$ cat config.mk
export PLATFORM = sky130hd
export DESIGN_NAME = ddr2_local_traffic_master_flat
export DESIGN_NICKNAME = d
export VERILOG_FILES = /design/src/rtl/ddr2_tg_pkg.sv /design/src/rtl/ddr2_local_traffic_master_if.sv /design/src/rtl/ddr2_tg_checker.sv /design/src/rtl/ddr2_local_traffic_master.sv /design/src/flat_wrapper.sv
export SDC_FILE = /design/constraint.sdc
export NUM_CORES = 1
export LEC_CHECK = 0
export ABC_AREA = 1
export BUFFER_PORTS_ARGS = -buffer_cell sky130_fd_sc_hd__buf_2
export CAP_MARGIN = 10
export CORE_MARGIN = 2
export CORE_UTILIZATION = 50
export CTS_BUF_LIST = sky130_fd_sc_hd__clkbuf_4 sky130_fd_sc_hd__clkbuf_8
export DETAILED_ROUTE_END_ITERATION = 10
export PLACE_DENSITY = 0.76
export SYNTH_ARGS = -nofsm -noshare
export SYNTH_HDL_FRONTEND = slang
export SYNTH_SLANG_ARGS = --single-unit
$ cat constraint.sdc
create_clock -name clk_i -period 2.6 [get_ports clk_i]
set_clock_uncertainty 0.05 [all_clocks]
set_input_delay 0 -clock clk_i [delete_from_list [all_inputs] [get_ports clk_i]]
set_output_delay 0 -clock clk_i [all_outputs]
set_load 0.02 [all_outputs]
$ cat src/rtl/ddr2_tg_pkg.sv
// Shared definitions for the DDR2 local-interface traffic master: FSM encoding and data pattern.
package ddr2_tg_pkg;

  typedef enum logic [2:0] {
    StIdle,
    StWaitInit,
    StWrite,
    StRead,
    StDrain,
    StDone
  } tg_state_e;

  // One 32-bit lane of the pattern for word address addr (zero-extended to 32 bits).
  function automatic logic [31:0] pat_word(input logic [31:0] addr, input logic [31:0] lane,
                                           input logic [31:0] seed);
    return (addr + lane) ^ seed;
  endfunction

endpackage

$ cat src/rtl/ddr2_local_traffic_master_if.sv
// Controller local interface: the traffic master initiates, the DDR2 controller responds.
interface ddr2_local_traffic_master_if #(
  parameter int unsigned ADDR_W = 24,
  parameter int unsigned DATA_W = 128,
  parameter int unsigned BE_W   = 16,
  parameter int unsigned SIZE_W = 3
);
  logic              local_init_done;
  logic              local_ready;
  logic [DATA_W-1:0] local_rdata;
  logic              local_rdata_valid;
  logic [ADDR_W-1:0] local_address;
  logic              local_burstbegin;
  logic [SIZE_W-1:0] local_size;
  logic              local_write_req;
  logic              local_read_req;
  logic [DATA_W-1:0] local_wdata;
  logic [BE_W-1:0]   local_be;

  modport master (
    input  local_init_done, local_ready, local_rdata, local_rdata_valid,
    output local_address, local_burstbegin, local_size, local_write_req, local_read_req,
           local_wdata, local_be
  );

  modport slave (
    output local_init_done, local_ready, local_rdata, local_rdata_valid,
    input  local_address, local_burstbegin, local_size, local_write_req, local_read_req,
           local_wdata, local_be
  );
endinterface

$ cat src/rtl/ddr2_tg_checker.sv
// Read-back checker: tracks the expected word address, compares returned beats against the
// pattern, counts errors (saturating) and latches the address of the first mismatch.
module ddr2_tg_checker
  import ddr2_tg_pkg::*;
#(
  parameter int unsigned ADDR_W = 24,
  parameter int unsigned DATA_W = 128
) (
  input  logic              clk_i,
  input  logic              reset_i,
  input  logic              clear_i,
  input  logic [ADDR_W-1:0] start_addr_i,
  input  logic [31:0]       seed_i,
  input  logic              rvalid_i,
  input  logic              stray_i,
  input  logic [DATA_W-1:0] rdata_i,
  output logic [15:0]       err_count_o,
  output logic [ADDR_W-1:0] first_err_addr_o
);

  logic [ADDR_W-1:0] exp_addr_q, exp_addr_d;
  logic [15:0]       err_q, err_d;
  logic [ADDR_W-1:0] first_q, first_d;
  logic              seen_q, seen_d;
  logic [DATA_W-1:0] exp_word;
  logic              mismatch;

  always_comb begin
    exp_word = '0;
    for (int k = 0; k < DATA_W / 32; k++) begin
      exp_word[k*32 +: 32] = pat_word(32'(exp_addr_q), 32'(k), seed_i);
    end
  end

  assign mismatch = rvalid_i && (rdata_i != exp_word);

  always_comb begin
    exp_addr_d = exp_addr_q;
    err_d      = err_q;
    first_d    = first_q;
    seen_d     = seen_q;
    if (clear_i) begin
      exp_addr_d = start_addr_i;
      err_d      = '0;
      first_d    = '0;
      seen_d     = 1'b0;
    end else begin
      if (rvalid_i) begin
        exp_addr_d = exp_addr_q + 1'b1;
      end
      if ((mismatch || stray_i) && (err_q != 16'hFFFF)) begin
        err_d = err_q + 16'd1;
      end
      // Stray beats carry no address, so only real mismatches set the first-error address.
      if (mismatch && !seen_q) begin
        first_d = exp_addr_q;
        seen_d  = 1'b1;
      end
    end
  end

  always_ff @(posedge clk_i) begin
    if (reset_i) begin
      exp_addr_q <= '0;
      err_q      <= '0;
      first_q    <= '0;
      seen_q     <= 1'b0;
    end else begin
      exp_addr_q <= exp_addr_d;
      err_q      <= err_d;
      first_q    <= first_d;
      seen_q     <= seen_d;
    end
  end

  assign err_count_o      = err_q;
  assign first_err_addr_o = first_q;

endmodule

$ cat src/rtl/ddr2_local_traffic_master.sv
// DDR2 local-interface traffic master: writes a seeded pattern over NUM_BURSTS bursts, reads it
// back with bounded outstanding reads, and reports pass/fail, error count and first bad address.
module ddr2_local_traffic_master
  import ddr2_tg_pkg::*;
#(
  parameter int unsigned ADDR_W    = 24,
  parameter int unsigned DATA_W    = 128,
  parameter int unsigned BE_W      = 16,
  parameter int unsigned SIZE_W    = 3,
  parameter int unsigned BURST_LEN = 2,
  parameter int unsigned MAX_OUTST = 8
) (
  input  logic              clk_i,
  input  logic              reset_i,
  input  logic              start_i,
  input  logic [ADDR_W-1:0] base_addr_i,
  input  logic [15:0]       num_bursts_i,
  input  logic [31:0]       seed_i,
  ddr2_local_traffic_master_if.master local_io,
  output logic              busy_o,
  output logic              done_o,
  output logic              pass_o,
  output logic [15:0]       err_count_o,
  output logic [ADDR_W-1:0] first_err_addr_o
);

  localparam int unsigned OutW  = $clog2(MAX_OUTST + BURST_LEN + 1);
  localparam int unsigned BeatW = $clog2(BURST_LEN + 1);
  localparam logic [ADDR_W-1:0] BurstStep = ADDR_W'(BURST_LEN);
  localparam logic [BeatW-1:0]  LastBeat  = BeatW'(BURST_LEN - 1);
  localparam logic [OutW-1:0]   OutLimit  = OutW'(MAX_OUTST - BURST_LEN);
  localparam logic [OutW-1:0]   OutStep   = OutW'(BURST_LEN);

  tg_state_e         state_q, state_d;
  logic [ADDR_W-1:0] burst_addr_q, burst_addr_d;
  logic [BeatW-1:0]  beat_q, beat_d;
  logic [15:0]       left_q, left_d;
  logic [OutW-1:0]   outst_q, outst_d;
  logic [OutW-1:0]   orphan_q, orphan_d;
  logic [ADDR_W-1:0] start_addr_q;
  logic [31:0]       seed_q;
  logic [15:0]       nbursts_q;

  logic              start_ok, busy, rd_accept, rd_expected, stray, clear;
  logic              write_req, read_req, burstbegin;
  logic [ADDR_W-1:0] address;
  logic [ADDR_W-1:0] wr_word_addr;
  logic [DATA_W-1:0] wr_pat;
  logic [15:0]       err_count;

  assign busy     = (state_q != StIdle) && (state_q != StDone);
  assign start_ok = start_i && !busy;
  assign clear    = start_ok;

  assign wr_word_addr = burst_addr_q + ADDR_W'(beat_q);

  always_comb begin
    wr_pat = '0;
    for (int k = 0; k < DATA_W / 32; k++) begin
      wr_pat[k*32 +: 32] = pat_word(32'(wr_word_addr), 32'(k), seed_q);
    end
  end

  always_comb begin
    state_d      = state_q;
    burst_addr_d = burst_addr_q;
    beat_d       = beat_q;
    left_d       = left_q;
    write_req    = 1'b0;
    read_req     = 1'b0;
    burstbegin   = 1'b0;
    address      = '0;
    rd_accept    = 1'b0;
    unique case (state_q)
      StIdle, StDone: begin
        if (start_i) state_d = StWaitInit;
      end
      StWaitInit: begin
        if (nbursts_q == 16'd0) begin
          state_d = StDone;
        end else if (local_io.local_init_done) begin
          state_d      = StWrite;
          burst_addr_d = start_addr_q;
          beat_d       = '0;
          left_d       = nbursts_q;
        end
      end
      StWrite: begin
        write_req  = 1'b1;
        burstbegin = (beat_q == '0);
        address    = burst_addr_q;
        if (local_io.local_ready) begin
          if (beat_q == LastBeat) begin
            beat_d = '0;
            if (left_q == 16'd1) begin
              state_d      = StRead;
              burst_addr_d = start_addr_q;
              left_d       = nbursts_q;
            end else begin
              burst_addr_d = burst_addr_q + BurstStep;
              left_d       = left_q - 16'd1;
            end
          end else begin
            beat_d = beat_q + 1'b1;
          end
        end
      end
      StRead: begin
        // Only request when the whole burst fits in the outstanding budget.
        if (outst_q <= OutLimit) begin
          read_req   = 1'b1;
          burstbegin = 1'b1;
          address    = burst_addr_q;
          if (local_io.local_ready) begin
            rd_accept    = 1'b1;
            burst_addr_d = burst_addr_q + BurstStep;
            left_d       = left_q - 16'd1;
            if (left_q == 16'd1) state_d = StDrain;
          end
        end
      end
      StDrain: begin
        if (outst_q == '0) state_d = StDone;
      end
      default: state_d = StIdle;
    endcase
  end

  // Beats still owed from before a reset are dropped silently until the next start.
  always_comb begin
    rd_expected = local_io.local_rdata_valid && (outst_q != '0);
    stray       = local_io.local_rdata_valid && (outst_q == '0) && (busy || (orphan_q == '0));
    outst_d     = outst_q + (rd_accept ? OutStep : '0) - OutW'(rd_expected);
    orphan_d    = orphan_q;
    if (start_ok) begin
      orphan_d = '0;
    end else if (local_io.local_rdata_valid && (outst_q == '0) && !busy && (orphan_q != '0)) begin
      orphan_d = orphan_q - 1'b1;
    end
  end

  always_ff @(posedge clk_i) begin
    if (reset_i) begin
      state_q      <= StIdle;
      burst_addr_q <= '0;
      beat_q       <= '0;
      left_q       <= '0;
      outst_q      <= '0;
      start_addr_q <= '0;
      seed_q       <= '0;
      nbursts_q    <= '0;
      // Remember reads in flight when reset hits mid-test; a held reset forgets them.
      orphan_q     <= busy ? outst_q : '0;
    end else begin
      state_q      <= state_d;
      burst_addr_q <= burst_addr_d;
      beat_q       <= beat_d;
      left_q       <= left_d;
      outst_q      <= outst_d;
      orphan_q     <= orphan_d;
      if (start_ok) begin
        start_addr_q <= base_addr_i;
        seed_q       <= seed_i;
        nbursts_q    <= num_bursts_i;
      end
    end
  end

  ddr2_tg_checker #(
    .ADDR_W(ADDR_W),
    .DATA_W(DATA_W)
  ) u_checker (
    .clk_i           (clk_i),
    .reset_i         (reset_i),
    .clear_i         (clear),
    .start_addr_i    (base_addr_i),
    .seed_i          (seed_q),
    .rvalid_i        (rd_expected),
    .stray_i         (stray),
    .rdata_i         (local_io.local_rdata),
    .err_count_o     (err_count),
    .first_err_addr_o(first_err_addr_o)
  );

  assign local_io.local_address    = address;
  assign local_io.local_burstbegin = burstbegin;
  assign local_io.local_size       = SIZE_W'(BURST_LEN);
  assign local_io.local_write_req  = write_req;
  assign local_io.local_read_req   = read_req;
  assign local_io.local_wdata      = write_req ? wr_pat : '0;
  assign local_io.local_be         = '1;

  assign busy_o      = busy;
  assign done_o      = (state_q == StDone);
  assign pass_o      = (state_q == StDone) && (err_count == 16'd0);
  assign err_count_o = err_count;

endmodule

$ cat src/flat_wrapper.sv
// flat-port wrapper written by rule: the top's interface ports become plain ports
module ddr2_local_traffic_master_flat import ddr2_tg_pkg::*;
#(
  parameter int unsigned ADDR_W    = 24,
  parameter int unsigned DATA_W    = 128,
  parameter int unsigned BE_W      = 16,
  parameter int unsigned SIZE_W    = 3,
  parameter int unsigned BURST_LEN = 2,
  parameter int unsigned MAX_OUTST = 8
)
  (clk_i, reset_i, start_i, base_addr_i, num_bursts_i, seed_i, busy_o, done_o, pass_o, err_count_o, first_err_addr_o, local_io_local_init_done, local_io_local_ready, local_io_local_rdata, local_io_local_rdata_valid, local_io_local_address, local_io_local_burstbegin, local_io_local_size, local_io_local_write_req, local_io_local_read_req, local_io_local_wdata, local_io_local_be);
  ddr2_local_traffic_master_if #(.ADDR_W(ADDR_W), .DATA_W(DATA_W), .BE_W(BE_W), .SIZE_W(SIZE_W)) local_io_i ();
  input  logic clk_i;
  input  logic reset_i;
  input  logic start_i;
  input  logic [ADDR_W-1:0] base_addr_i;
  input  logic [15:0] num_bursts_i;
  input  logic [31:0] seed_i;
  output logic busy_o;
  output logic done_o;
  output logic pass_o;
  output logic [15:0] err_count_o;
  output logic [ADDR_W-1:0] first_err_addr_o;
  input wire logic [$bits(local_io_i.local_init_done)-1:0] local_io_local_init_done;
  input wire logic [$bits(local_io_i.local_ready)-1:0] local_io_local_ready;
  input wire logic [$bits(local_io_i.local_rdata)-1:0] local_io_local_rdata;
  input wire logic [$bits(local_io_i.local_rdata_valid)-1:0] local_io_local_rdata_valid;
  output wire logic [$bits(local_io_i.local_address)-1:0] local_io_local_address;
  output wire logic [$bits(local_io_i.local_burstbegin)-1:0] local_io_local_burstbegin;
  output wire logic [$bits(local_io_i.local_size)-1:0] local_io_local_size;
  output wire logic [$bits(local_io_i.local_write_req)-1:0] local_io_local_write_req;
  output wire logic [$bits(local_io_i.local_read_req)-1:0] local_io_local_read_req;
  output wire logic [$bits(local_io_i.local_wdata)-1:0] local_io_local_wdata;
  output wire logic [$bits(local_io_i.local_be)-1:0] local_io_local_be;
  assign local_io_i.local_init_done = local_io_local_init_done;
  assign local_io_i.local_ready = local_io_local_ready;
  assign local_io_i.local_rdata = local_io_local_rdata;
  assign local_io_i.local_rdata_valid = local_io_local_rdata_valid;
  assign local_io_local_address = local_io_i.local_address;
  assign local_io_local_burstbegin = local_io_i.local_burstbegin;
  assign local_io_local_size = local_io_i.local_size;
  assign local_io_local_write_req = local_io_i.local_write_req;
  assign local_io_local_read_req = local_io_i.local_read_req;
  assign local_io_local_wdata = local_io_i.local_wdata;
  assign local_io_local_be = local_io_i.local_be;
  ddr2_local_traffic_master #(.ADDR_W(ADDR_W), .DATA_W(DATA_W), .BE_W(BE_W), .SIZE_W(SIZE_W), .BURST_LEN(BURST_LEN), .MAX_OUTST(MAX_OUTST)) u_core (.clk_i(clk_i), .reset_i(reset_i), .start_i(start_i), .base_addr_i(base_addr_i), .num_bursts_i(num_bursts_i), .seed_i(seed_i), .local_io(local_io_i), .busy_o(busy_o), .done_o(done_o), .pass_o(pass_o), .err_count_o(err_count_o), .first_err_addr_o(first_err_addr_o));
endmodule
==> results of run 1 <==
==> cell usage after synthesis (all sizes together), types with 4 or more instances <==
| cell type | count |
|---|---|
| o21a | 6 |
| nand2 | 960 |
| nand3 | 158 |
| nor3 | 32 |
| a211oi | 4 |
| nor4 | 8 |
| o31ai | 9 |
| xor2 | 97 |
| ha | 21 |
| a31oi | 20 |
| nor2 | 317 |
| nand4 | 23 |
| buf | 69 |
| a221oi | 27 |
| o22ai | 15 |
| nand3b | 9 |
| inv | 429 |
| a21oi | 134 |
| xnor2 | 27 |
| clkbuf | 63 |
| edfxtp | 4 |
| dfxtp | 186 |
| o21ai | 187 |
==> cells by family after synthesis <==
kind of cell | count (synthesis) | share of synthesized area
AO/OA/AOI/OAI | 412 | 0.144
XOR/XNOR | 124 | 0.0672
adder cells (fa/ha/maj) | 23 | 0.0187
buffers and inverters | 562 | 0.143
flip-flops | 190 | 0.238
other | 2 | 0.000465
AND/OR/NAND/NOR | 1516 | 0.389
==> timing repair <==
action                                  4_1_cts
endpoints found under the setup margin      154
gates cloned                                  5
hold buffers                                 77
endpoints found under the hold margin       108
setup buffers                                54
pin swaps                                   107
gates resized for setup                     498
==> metal layers <==
| metal | GRT usage | GRT overflow |
|---|---|---|
| met1 | 0.733 | 0 |
| met3 | 0.588 | 0 |
| met5 | 0.264 | 0 |
| met4 | 0.708 | 29 |
| met2 | 0.916 | 38 |
==> per-stage QoR <==
stage | cells | utilization
2_1_floorplan | 2846 | -
3_3_place_gp | 3949 | 0.678
3_5_place_dp | 3949 | 0.678
4_1_cts | 4115 | 0.787
==> results.tsv, run 1 <==
metric	value	unit
Worst EP kind	top-level output	
CTS Root Cell	clkbuf_8	
largest net degree at the start of global routing	51	
top_reg_cell synth	dfxtp_1	
leading area contributor after synthesis	dfxtp_1	
synthesized area per cell	5.71	µm²
Synth Register Bits	190	
CTS Sinks	190	
register area share after synthesis	0.238	
Top Ports	423	
post-DP HPWL	61400	µm
Yosys warning count	0	
maximum clock path buffer count	2	
asr flop ratio synth	0	
H-tree levels	4	
gr ovfl total	67	
Rows	65	
Post-Syn Area	16200	µm²
die width	184	µm
status	stopped before the end	
First Error	[ERROR GRT-0232] Routing congestion too high. Check the congestion heatmap in the GUI.	
Yosys top cell area share	0.230	
Initial Utilization	0.510	
CTS buffer count	17	
dpl cell area	21500	µm²
port bufs	403	
gpl congestion	1.03	
Post-synth EDFFs	4	
DP Worst Slack	-568	ps
GR repair worst EP	local_io_local_wdata[55]	
Synth cell types	52	
top cells by area, synth	dfxtp_1, nand2_1, inv_1	
Post-Syn Instances	2829	
Die Height	184	µm
total track usage	0.737	
Failed at	5_1_grt	
==> inputs of run 2 (changes only) <==
--- a/config.mk
+++ b/config.mk
@@ -9,10 +9,9 @@
 export BUFFER_PORTS_ARGS = -buffer_cell sky130_fd_sc_hd__buf_2
 export CAP_MARGIN = 10
 export CORE_MARGIN = 2
-export CORE_UTILIZATION = 50
-export CTS_BUF_LIST = sky130_fd_sc_hd__clkbuf_4 sky130_fd_sc_hd__clkbuf_8
+export CORE_UTILIZATION = 40
 export DETAILED_ROUTE_END_ITERATION = 10
-export PLACE_DENSITY = 0.76
+export PLACE_DENSITY_LB_ADDON = 0.15
 export SYNTH_ARGS = -nofsm -noshare
 export SYNTH_HDL_FRONTEND = slang
 export SYNTH_SLANG_ARGS = --single-unit
==> constraint.sdc (replaced) <==
create_clock -name clk_i -period 3.4 [get_ports clk_i]
set_clock_uncertainty 0.05 [all_clocks]
set_input_delay 0 -clock clk_i [delete_from_list [all_inputs] [get_ports clk_i]]
set_output_delay 0 -clock clk_i [all_outputs]
set_load 0.02 [all_outputs]
==> run 2 against run 1 <==
Compared with the run above:
- the flow now finishes without violations
- synthesized area stayed put
- synthesized cell count stayed put
==> results.tsv, run 2 <==
metric	value	unit	change
Pwr per Cell Area	653	nW/µm²	
H-tree levels	4		unchanged
crit path launch type	flop		
top_reg_cell synth	dfxtp_1		
gpl congestion	1.01		-2.0%
Period minus WS final	3320	ps	
FMAX	302	MHz	
Post-Syn Area	16200	µm²	unchanged
port bufs	403		unchanged
DR vias/cell	5.20		
DRT Wirelength	73800	µm	
largest net degree at the start of global routing	53		
Synth Register Bits	190		unchanged
Ant. Diodes	0		
drt drc	0		
Most flops, register	u_core.seed_q		
status	completed		
Top Ports	423		unchanged
period utilization	0.975		
Pre-antenna DRT Iters	6		
CTS Sinks	190		unchanged
most frequent cells in the layout	nand2_1, inv_1, buf_2		
Post-Syn Instances	2829		unchanged
Post-synth EDFFs	4		unchanged
worst rel slew slack	0.518		
top cells by area, synth	dfxtp_1, nand2_1, inv_1		
post-DP HPWL	60500	µm	-1.4%
total power	13.9	mW	
Syn-to-layout area delta	31.6	%	
Register-to-Register Path Depth	22		
setup violators final	0		
Yosys warning count	0		unchanged
Final ANT Viol Nets	0		
worst skew pair latency	470	ps	
clock slew at reported path FFs	80	ps	
gr ovfl total	0		
routed length per instance	19.0	µm	
Hold Crit Class	in -> reg		
Worst Path Max Fanout	4		
synthesized area per cell	5.71	µm²	unchanged
Synth cell types	52		unchanged
vias in the first global route	18700		
global-route wire length before repair	108000	µm	
Crit. End Element	output port		
antenna violations before repair	2		
DR vias	20200		
leakage power	10.8	nW	
final core utilization	0.534		
Worst Path Arrival	3270	ps	
worst IR drop on VDD	0.000712	V	
Die Height	205	µm	+12%
CTS Root Cell	clkbuf_16		
total track usage	0.342		
register area share after synthesis	0.238		unchanged
most frequent cell after synthesis	nand2_1		
DP Worst Slack	26.0	ps	+594 ps
Die ar.	42000	µm²	
TritonCTS clock tree	done		
Slew Limit Fails	0		
asr flop ratio synth	0		unchanged
synth cell count leaders	nand2_1, inv_1, nor2_1		
# Max-Cap Violations	0		
share of cells above drive strength 1	0.229		
die width	205	µm	+12%
maximum clock path buffer count	2		unchanged
worst setup margin	84.0	ps	
CTS buffer count	17		unchanged
Worst Tran Pin Value	717	ps	
Core ar.	39800	µm²	
Worst Hold Depth	5		
Initial Utilization	0.406		-0.104
Yosys top cell area share	0.230		unchanged
commonest non-fill, non-tap cell in the layout	nand2_1		
Fin. Hold Viols	0		
Reg area	3870	µm²	
Rows	73		+12%
Setup Crit Path Kind	reg -> out		
RSZ-0062 raised after global routing	yes		
leading area contributor after synthesis	dfxtp_1		
Nets	3581		
required time worst endpoint	3350	ps	
initial DRC count	1759		
max FFs per register	32		
Fill cells	4186		
multi-input combinational cell area	10600	µm²	
## run 2: path summary, 6_finish.rpt
path / start / end / slack (ps)
worst max register to register: u_core.u_checker.exp_addr_q[1] / u_core.u_checker.err_count_o[12] / 230
worst min register to register: u_core.start_addr_q[6] / u_core.burst_addr_q[6] / 410
worst max-delay path: u_core.burst_addr_q[0] / local_io_local_wdata[55] / 80
worst min-delay path: local_io_local_init_done / u_core.state_q[2] / 20
## run 2: logic make-up (layout without fill, tap and decap cells)
| group | after synthesis | in the layout | share of synthesized area |
|---|---|---|---|
| AOI/OAI and AO/OA | 412 | 412 | 0.144 |
| xor gates and xnor gates | 124 | 124 | 0.0672 |
| adders and majority gates | 23 | 23 | 0.0187 |
| buffers and inverters | 562 | 1081 | 0.143 |
| DFF | 190 | 190 | 0.238 |
| other | 2 | 19 | 0.000465 |
| and+or+nand+nor | 1516 | 1516 | 0.389 |
## run 2: routing by layer
layer / up-vias / wire, µm / global-route usage
met5: - / 27 / 0
met4: 4 / 2430 / 0.119
met3: 108 / 4940 / 0.0441
met2: 825 / 34800 / 0.580
met1: 9437 / 31600 / 0.445
li1: 9843 / - / -
## run 2: power by group
| group | leakage [nW] | internal (mW) | total, mW | switching, mW |
|---|---|---|---|---|
| logic | 8.98 | 2.65 | 8.28 | 5.63 |
| registers | 1.57 | 2.84 | 3.50 | 0.665 |
| clock network | 0.295 | 1.01 | 2.11 | 1.10 |
## run 2: cell type report
class / count / share of cell area
inverters: 430 / 0.0761
multi-input cells: 2094 / 0.499
clock buffers: 18 / 0.0207
flip-flops and latches: 190 / 0.182
repair buffers: 619 / 0.183
clock inverters: 14 / 0.00765
well taps: 525 / 0.0309
## run 2: repair_timing
item / CTS / global route
hold buffers: 74 / 0
endpoints found under the setup margin: 47 / 92
endpoints found under the hold margin: 96 / 0
gates resized for setup: 33 / 138
setup buffers: 4 / 18
pin swaps: 7 / 31
## run 2: worst max-delay path, cell delays in order, from the launching register on
cell     delay [ps]
dfxtp_4         370
ha_4            130
inv_2            40
fa_2            450
nor2_4          150
nand2_2          80
nor3_2          180
xor2_1          140
inv_1           120
nand2_4          80
inv_4            90
nand2_4          60
nor3_4          190
nand2_2         120
nor3_4          210
nand2_2          80
o21ai_2         160
buf_6           140
## run 2: metrics by stage
| step | TNS, ps | hold slack, ps | instance area (µm²) | std cells |
|---|---|---|---|---|
| 2_1_floorplan | 0 | 84.9 | 16200 | 2846 |
| 3_3_place_gp | 0 | 172 | 19100 | 3762 |
| 3_5_place_dp | 0 | 177 | 19100 | 3762 |
| 4_1_cts | -161 | 8.56 | 20700 | 3872 |
| 5_1_grt | -922 | 45.6 | 21300 | 3890 |
| 6_report | 0 | 24.1 | 21300 | 3890 |
No activity file was read; power rests on OpenSTA's default activity.
==> inputs of run 3 (changes only) <==
==> constraint.sdc (replaced) <==
create_clock -name clk_i -period 3.92 [get_ports clk_i]
set_clock_uncertainty 0.05 [all_clocks]
set_input_delay 0 -clock clk_i [delete_from_list [all_inputs] [get_ports clk_i]]
set_output_delay 0 -clock clk_i [all_outputs]
set_load 0.02 [all_outputs]
==> run 3 against run 2 <==
Compared with the run above:
- core utilization shrank 3.1 points
- routed wire length is 0.83% lower
- sequential share of layout area increased by 1.0 points
- sequential power down 13%
- clock power decreased by 9%
==> results.tsv, run 3 (synthesis results as in run 2) <==
metric	value	unit	change
Period minus WS final	3780	ps	
Worst Hold Depth	4		-1
required time worst endpoint	3870	ps	+520 ps
Hold Crit Class	in -> reg		
total negative slack	0	ps	unchanged
die width	205	µm	unchanged
total power	11.7	mW	-16%
gr ovfl total	0		unchanged
post-DP HPWL	59800	µm	-1.2%
Ant. Diodes	0		unchanged
most frequent cells in the layout	nand2_1, inv_1, buf_2		
commonest non-fill, non-tap cell in the layout	nand2_1		
Most flops, register	u_core.seed_q		
clock slew at reported path FFs	70	ps	about the same
share of cells above drive strength 1	0.179		-0.0502
drt drc	0		unchanged
Rows	73		unchanged
CTS Sinks	190		unchanged
max FFs per register	32		unchanged
FF-to-FF setup slack	350	ps	+120 ps
worst rel slew slack	0.181		-0.337
Crit path top cell by count	inv_1		
Initial Utilization	0.406		unchanged
Nets	3486		-2.7%
RSZ-0062 raised after global routing	yes		
Crit. End Element	output port		
WHS Endpoint	u_core.beat_q[0]		
Fin. Hold Viols	0		unchanged
Fill cells	4265		+1.9%
Layout Cells excl Fill	3795		-2.4%
initial DRC count	1696		-3.6%
period utilization	0.964		
Top Ports	423		unchanged
Die ar.	42000	µm²	unchanged
leakage power	10.2	nW	-6.0%
Reg-to-Reg End	u_core.u_checker.err_count_o[3]		
hold path startpoint	local_io_local_init_done		
port bufs	403		unchanged
status	completed		
FMAX	265	MHz	
crit path launch type	flop		
worst skew pair latency	470	ps	about the same
DRT Wirelength	73200	µm	-0.83%
antenna violations before repair	0		-2
DR vias	19700		-2.4%
H-tree levels	4		unchanged
max incr delay on CP	660	ps	+210 ps
DR vias/cell	5.20		about the same
Slew Limit Fails	0		unchanged
Pre-antenna DRT Iters	5		-1
Slowest cell on crit path	nor4_1		
post-CTS setup buffer count	0		-4
CTS buffer count	17		unchanged
TritonCTS clock tree	done		
DP Cell Count	3691		-1.9%
WP buf/inv	5		+1
DP Worst Slack	290	ps	+264 ps
Register-to-Register Path Depth	18		-18%
# Max-Cap Violations	0		unchanged
final core utilization	0.503		-0.0314
vias in the first global route	18200		-2.2%
largest net degree at the start of global routing	70		+32%
Pwr per Cell Area	585	nW/µm²	-10%
CTS Root Cell	clkbuf_16		
cell breakdown of the critical path	ha_1 > inv_1 > fa_2 > nor2_4 > nand2_1 > xor2_1 > inv_1 > nor4_1 > buf_4 > nand2_1 > o21ai_0 > o21ai_0 > inv_1 > buf_2		
Crit path max-delay family	simple AND/OR/NAND/NOR gates		
maximum clock path buffer count	2		unchanged
Die Height	205	µm	unchanged
Worst Path Max Fanout	6		+2
Final ANT Viol Nets	0		unchanged
setup violators final	0		unchanged
Core ar.	39800	µm²	unchanged
Setup Crit Path Kind	reg -> out		
worst IR drop on VDD	0.000352	V	-51%
gpl congestion	1.03		+1.6%
Worst Tran Pin Value	1230	ps	+512 ps
global-route wire length before repair	107000	µm	-1.0%
Syn-to-layout area delta	23.8	%	
worst setup margin	142	ps	+57.6 ps
routed length per instance	19.3	µm	+1.6%
FF-to-FF Start	u_core.u_checker.exp_addr_q[3]		
Worst Path Arrival	3730	ps	+460 ps
total track usage	0.337		-0.00470
CP Depth	14		-3
run 3: changes by cell type in the layout (fill, tap and decap cells not counted), moves of 7 or more:
cell / delta
buf_4: -97
o21ai_0: +9
dfxtp_2: -8
nor2_2: -10
nand2_2: -17
nor2_4: -16
nor2_1: +26
nand2_1: +21
xor2_1: +8
xor2_2: -7
buf_2: +10
dfxtp_1: +11
run 3: timing repair:
| item | 4_1_cts | 5_1_grt |
|---|---|---|
| endpoints found under the setup margin | 6 | 48 |
| resized for setup | 2 | 19 |
| hold endpoints to repair | 102 | 0 |
| hold buffers | 72 | 0 |
run 3: stage by stage:
stage	area, µm²	hold WS, ps
5_1_grt	20000	48.5
3_3_place_gp	18600	173
4_1_cts	19900	8.92
6_report	20000	42.7
3_5_place_dp	18600	179
2_1_floorplan	16200	84.9
run 3: area by class of cell:
cell class / instances / area (µm²) / area share
Inverter: 430 / 1610 / 0.0806
Clock inverter: 11 / 159 / 0.00794
Timing Repair Buffer: 524 / 3120 / 0.156
Tap cell: 525 / 657 / 0.0328
Sequential cell: 190 / 3850 / 0.192
Clock buffer: 21 / 460 / 0.0230
Multi-Input combinational cell: 2094 / 10200 / 0.508
run 3: worst max-delay path by stage:
stage | startpoint | to
after floorplan | u_core.beat_q[0] | local_io_local_wdata[107]
after global placement | u_core.burst_addr_q[1] | local_io_local_wdata[49]
after detailed placement | u_core.burst_addr_q[1] | local_io_local_wdata[49]
after CTS | u_core.burst_addr_q[1] | local_io_local_wdata[86]
after global routing | u_core.beat_q[0] | local_io_local_wdata[118]
final | u_core.beat_q[0] | local_io_local_wdata[44]
run 3: routing by layer:
layer,vias up,GRT usage,share of wire
li1,9639,-,-
met1,9158,0.450,0.44
met2,832,0.555,0.46
met3,111,0.0487,0.069
met4,0,0.115,0.034
met5,-,0,0
run 3: worst min-delay path, delay by kind of cell:
family / cells / cell delay [ps]
buf+inv: 1 / 100
compound gates: 3 / 430
run 3: power breakdown:
group	internal [mW]	switching (mW)	leakage (nW)
registers	2.45	0.611	1.57
logic	2.00	4.71	8.33
clock network	1.05	0.883	0.297
